--- src/rtl/if_fetch_pc.sv ---
// Fetch-stage front end: owns the fetch PC and a single-outstanding instruction-memory port.
// It feeds the IF/ID register through a 1-entry skid buffer, with stall and flush support.
module if_fetch_pc #(
    parameter logic [31:0] RESET_PC = 32'h0000_0000
) (
    input  logic        clk,
    input  logic        rst,
    input  logic        stall_i,
    input  logic        redirect_i,
    input  logic [31:0] redirect_pc_i,
    output logic [31:0] pc_o,
    output logic        imem_req_o,
    output logic [31:0] imem_addr_o,
    input  logic        imem_gnt_i,
    input  logic        imem_rvalid_i,
    input  logic [31:0] imem_rdata_i,
    output logic        ifid_valid_o,
    output logic [31:0] ifid_pc_o,
    output logic [31:0] ifid_instr_o
);
    localparam logic [31:0] NOP = 32'h0000_0013;

    typedef enum logic [1:0] {
        FETCH = 2'd0,
        WAIT  = 2'd1,
        DROP  = 2'd2
    } fetchState_e;

    fetchState_e state_q, state_d;
    logic [31:0] pc_q, pc_d;
    logic        ifidValid_q, ifidValid_d;
    logic [31:0] ifidPc_q, ifidPc_d;
    logic [31:0] ifidInstr_q, ifidInstr_d;
    logic        skidValid_q, skidValid_d;
    logic [31:0] skidPc_q, skidPc_d;
    logic [31:0] skidInstr_q, skidInstr_d;

    logic [31:0] redirectTarget;
    logic        reqFire;
    logic        deliver;

    assign redirectTarget = redirect_pc_i & 32'hFFFF_FFFC;
    // A full skid buffer blocks new requests, so at most two words are ever held.
    assign imem_req_o     = rst && (state_q == FETCH) && !skidValid_q;
    assign reqFire        = imem_req_o && imem_gnt_i;
    assign deliver        = (state_q == WAIT) && imem_rvalid_i && !redirect_i;

    assign pc_o         = pc_q;
    assign imem_addr_o  = pc_q;
    assign ifid_valid_o = ifidValid_q;
    assign ifid_pc_o    = ifidPc_q;
    assign ifid_instr_o = ifidInstr_q;

    always_comb begin
        state_d = state_q;
        pc_d    = pc_q;
        case (state_q)
            FETCH: begin
                if (reqFire) begin
                    state_d = redirect_i ? DROP : WAIT;
                end
            end
            WAIT: begin
                if (imem_rvalid_i) begin
                    state_d = FETCH;
                    if (!redirect_i) begin
                        pc_d = pc_q + 32'd4;
                    end
                end else if (redirect_i) begin
                    state_d = DROP;
                end
            end
            DROP: begin
                if (imem_rvalid_i) begin
                    state_d = FETCH;
                end
            end
            default: state_d = FETCH;
        endcase
        if (redirect_i) begin
            pc_d = redirectTarget;
        end
    end

    // Flush beats stall; the skid drains before any fresh word can arrive.
    always_comb begin
        ifidValid_d = ifidValid_q;
        ifidPc_d    = ifidPc_q;
        ifidInstr_d = ifidInstr_q;
        skidValid_d = skidValid_q;
        skidPc_d    = skidPc_q;
        skidInstr_d = skidInstr_q;
        if (redirect_i) begin
            ifidValid_d = 1'b0;
            skidValid_d = 1'b0;
        end else if (skidValid_q) begin
            if (!stall_i) begin
                ifidValid_d = 1'b1;
                ifidPc_d    = skidPc_q;
                ifidInstr_d = skidInstr_q;
                skidValid_d = 1'b0;
            end
        end else if (deliver) begin
            if (!stall_i || !ifidValid_q) begin
                ifidValid_d = 1'b1;
                ifidPc_d    = pc_q;
                ifidInstr_d = imem_rdata_i;
            end else begin
                skidValid_d = 1'b1;
                skidPc_d    = pc_q;
                skidInstr_d = imem_rdata_i;
            end
        end else if (!stall_i) begin
            ifidValid_d = 1'b0;
        end
    end

    always_ff @(posedge clk or negedge rst) begin
        if (!rst) begin
            state_q     <= FETCH;
            pc_q        <= RESET_PC;
            ifidValid_q <= 1'b0;
            ifidPc_q    <= 32'h0000_0000;
            ifidInstr_q <= NOP;
            skidValid_q <= 1'b0;
            skidPc_q    <= 32'h0000_0000;
            skidInstr_q <= NOP;
        end else begin
            state_q     <= state_d;
            pc_q        <= pc_d;
            ifidValid_q <= ifidValid_d;
            ifidPc_q    <= ifidPc_d;
            ifidInstr_q <= ifidInstr_d;
            skidValid_q <= skidValid_d;
            skidPc_q    <= skidPc_d;
            skidInstr_q <= skidInstr_d;
        end
    end

endmodule

--- config.mk ---
export PLATFORM = sky130hd
export DESIGN_NAME = if_fetch_pc
export DESIGN_NICKNAME = d
export VERILOG_FILES = /design/src/rtl/if_fetch_pc.sv
export SDC_FILE = /design/constraint.sdc
export NUM_CORES = 1
export LEC_CHECK = 0
export CORE_MARGIN = 8
export CORE_UTILIZATION = 49
export DETAILED_ROUTE_END_ITERATION = 10
export GPL_ROUTABILITY_DRIVEN = 1
export MAX_ROUTING_LAYER = met4
export PLACE_DENSITY = 0.81
export SKIP_CTS_REPAIR_TIMING = 1
export SLEW_MARGIN = 20
export SYNTH_ARGS = -nofsm -noshare
export SYNTH_HDL_FRONTEND = slang
export SYNTH_SLANG_ARGS = --single-unit
--- constraint.sdc ---
create_clock -name clk -period 2.9 [get_ports clk]
set_input_delay 0.725 -clock clk [delete_from_list [all_inputs] [get_ports clk]]
set_output_delay 0.725 -clock clk [all_outputs]
set_load 0.02 [all_outputs]
==> summary.txt, run 1 <==
Status
  • Status: complete, no violations

Synth
  • Cell taking the most area after synthesis: dfrtp_1
  • Post-Syn Area: 7330 um2
  • Mux cell area share after synthesis: a little under a fifth
  • Largest family of logic cells by synthesized area: multiplexers
  • Synthesized-area fraction occupied by adder cells: 0.171%
  • Post-synth top area share: about half
  • Post-synthesis simple-gate area fraction: around 11%
  • Xor/xnor share of the synthesized area: about 1.2%
  • Sequential fraction of the synthesis area: roughly 54%
  • Number of synthesized flops with an enable pin: 0
  • Synth Area in Compound Gates: 8.69%
  • Ys flop type: dfrtp_1
  • Post-synthesis cell count: 661
  • Yosys cell types: 42
  • Ys async rst share: between 90% and 100%
  • Synthesis Warnings: 0
  • Synth top area cells: dfrtp_1 (52%), mux2_2 (9.5%), mux2i_1 (8.6%)
  • Mean Syn Cell Area: 11.1 um2
  • Synth Register Bits: around 160

Power and ir drop
  • Sequential Power Share: 41.2%
  • Reported net switching power: approximately 2 mW
  • Leak: between 4 and 5 nW
  • Combinational power share: ~26%
  • Internal power: about 4.8 mW
  • Clk pwr share: 33.2%
  • Switching Fraction: 29.4%
  • Pwr per Cell Area: ~690 nW/um2
  • Worst VDD drop: 0.331 mV

STA
  • RSZ-0062 raised after global routing: no
  • Setup WS post-layout: about 220 ps
  • Fin crit period: between 2000 and 3000 ps
  • Final hold slack: roughly 440 ps
  • Endpoints failing setup: 0
  • Final Hold Fails: 0
  • Least-Margin Pin Slew: 870 ps
  • Fin Setup TNS: 0 ps
  • Ratio of final minimum period to clock period: between 90% and 100%
  • Relative slew slack: around two fifths
  • Final Slew Violations: 0
  • Maximum clock frequency: 0.374 GHz
  • Setup Skew: 8.82 ps

Finish
  • Area grow syn2layout: 33.8%
  • Most frequent cells in the layout: clkdlybuf4s50_1 (190), dfrtp_1 (151), nand2_1 (86)
  • Layout cell share with drive strength beyond 1: approximately 14%
  • Nets: 880
  • Fillcell total: 1,072
  • Fin area: around 10000 um2
  • Fin util: slightly below 70%
  • Commonest non-fill, non-tap cell in the layout: clkdlybuf4s50_1

Global routing
  • Initial antenna violation count: 1
  • GRT Overall Usage: approximately 20%
  • Overflow after GRT: 0
  • First-pass GRT wire length: about 30,000 um
  • Pin count of the biggest net entering global routing: 160
  • Vias in the first global route: ~5,600

Placement
  • Hpwl dp: between 10,000 and 15,000 um
  • DP Worst Slack: approximately 110 ps
  • Placed cell areas: 9200 um2
  • Port Buffers: about 190
  • GPL Wtd Cong: ~0.85

Die
  • Starting Density: 50.2%
  • Total core area: ~15,000 um2
  • Die extent in y: 138 um
  • Die area: between 15,000 and 20,000 um2
  • Num rows: 44
  • Die W: approximately 140 um
  • Top-Level Pins: 200

Clock network
  • Clk root buf: clkbuf_16
  • Cts bufs inserted: 17
  • CTS tree: yes
  • Clock latency on the worst-skew pair: 410 ps
  • CTS sink count: between 150 and 200
  • Longest Clk Path Bufs: 2
  • Clock slew at reported path FFs: ~60 ps
  • H-Tree Depth: 4

Detailed routing
  • DR WL/cell: 18.5 um
  • Initial DRT Pass Iterations: 4
  • DRC: 0
  • Final WL: around 19,000 um
  • Initial DRC count: 310
  • Vias post-DR: 5,521
  • Routed Antenna Nets: 0
  • Vias per cell: ~5.5

Run
  • Max cap viols: 0

Worst setup path
  • Critical Path End Type: output port
  • Slowest cell on the critical path: clkdlybuf4s50_1
  • CP max stage delay: around 690 ps
  • Critical path arrival: between 1500 and 2000 ps
  • Cells along the critical path: nor4b_1, clkdlybuf4s50_1
  • Crit path kind: reg -> out
  • Critical Path RT: 2170 ps
  • CP Launch Type: flip-flop
  • Crit path max fanout: 2

Worst hold path
  • Hold Path Class: in -> async
-- state kept, by name (all words and copies together) (netlist names) --
signal	cells
ifid_instr_o	32
ifid_pc_o	30
ifid_valid_o	1
imem_addr_o	30
skidInstr_q	32
skidPc_q	30
skidValid_q	1
state_q	2
-- worst max-delay path: cells and delay by family, from the launching register on --
kind	cells	cell delay [ps]
flip-flops	1	480
buffers and inverters	1	690
AND/OR/NAND/NOR	1	380
-- path summary, 6_finish.rpt --
| path | depth (start not counted) | startpoint | slack (ps) | end |
|---|---|---|---|---|
| min in group clk | 2 | ifid_pc_o[30]$_DFFE_PN0P_ | 480 | ifid_pc_o[30]$_DFFE_PN0P_ |
| worst min register to register | 2 | ifid_pc_o[30]$_DFFE_PN0P_ | 480 | ifid_pc_o[30]$_DFFE_PN0P_ |
| max in group asynchronous | 2 | rst | 1790 | imem_addr_o[9]$_DFFE_PN0P_ |
| worst max-delay path | 2 | skidValid_q$_DFF_PN0_ | 220 | imem_req_o |
| worst max register to register | 4 | imem_addr_o[13]$_DFFE_PN0P_ | 640 | imem_addr_o[31]$_DFFE_PN0P_ |
| worst min-delay path | 2 | rst | 440 | ifid_pc_o[5]$_DFFE_PN0P_ |
-- layer usage --
metal	global-route usage, %	vias to the layer above	wire [um]
met5	-	-	0
met4	8.35	0	414
met3	3.94	27	762
met2	33.2	164	9620
met1	23.4	2730	7830
li1	-	2600	-
-- cell families after synthesis --
logic type	Yosys count
AO/OA/AOI/OAI	114
XOR/XNOR	10
adder cells (fa/ha/maj)	1
buffers and inverters	85
flip-flops	158
multiplexers	125
other	1
AND/OR/NAND/NOR	167
-- Yosys cell counts (4+ instances only) --
cell type / count
o211ai_1: 4
buf_4: 36
o31ai_1: 11
or4_1: 14
nor2_1: 16
dfrtp_1: 152
nand2_1: 86
nand3_1: 14
a31oi_1: 17
xor2_1: 4
buf_2: 4
dfstp_2: 6
mux2_2: 62
inv_1: 6
xnor2_1: 6
or3_1: 5
mux2i_1: 63
nand4_1: 9
o21ai_0: 78
clkbuf_1: 37
-- power groups by stage --
stage	clock network (mW)	logic [mW]	registers (mW)
after floorplan	0	0.437	3.18
after global routing	2.40	1.87	2.85
final	2.26	1.74	2.80
after CTS	2.31	1.77	2.80
after global placement	0	1.73	2.81
after detailed placement	0	1.77	2.84
-- final cells by class --
type | instances | area, um2 | area share [%]
sequential | 158 | 3970 | 40.4
tap | 184 | 230 | 2.35
clock inverter | 9 | 131 | 1.34
clock buffer | 23 | 478 | 4.87
timing repair buffer | 202 | 2050 | 20.9
antenna | 1 | 2.50 | 0.0255
inverter | 7 | 26.3 | 0.268
multi-input combinational | 423 | 2930 | 29.9
-- per-stage QoR --
step | total power [mW] | cells
CTS | 6.89 | 1006
global route | 7.12 | 1007
finish | 6.81 | 1007
global placement | 4.54 | 974
floorplan | 3.62 | 666
detailed placement | 4.61 | 974
(Power assumes the default switching activity.)
==> run 2: changes to the inputs <==
--- a/config.mk
+++ b/config.mk
@@ -7,8 +7,9 @@
 export LEC_CHECK = 0
 export CORE_MARGIN = 8
 export CORE_UTILIZATION = 49
+export CTS_CLUSTER_DIAMETER = 50
 export DETAILED_ROUTE_END_ITERATION = 10
-export GPL_ROUTABILITY_DRIVEN = 1
+export GPL_ROUTABILITY_DRIVEN = 0
 export MAX_ROUTING_LAYER = met4
 export PLACE_DENSITY = 0.81
 export SKIP_CTS_REPAIR_TIMING = 1
==> results of run 2 <==
The final DEF is identical to that of run 1; final timing and power are the same.
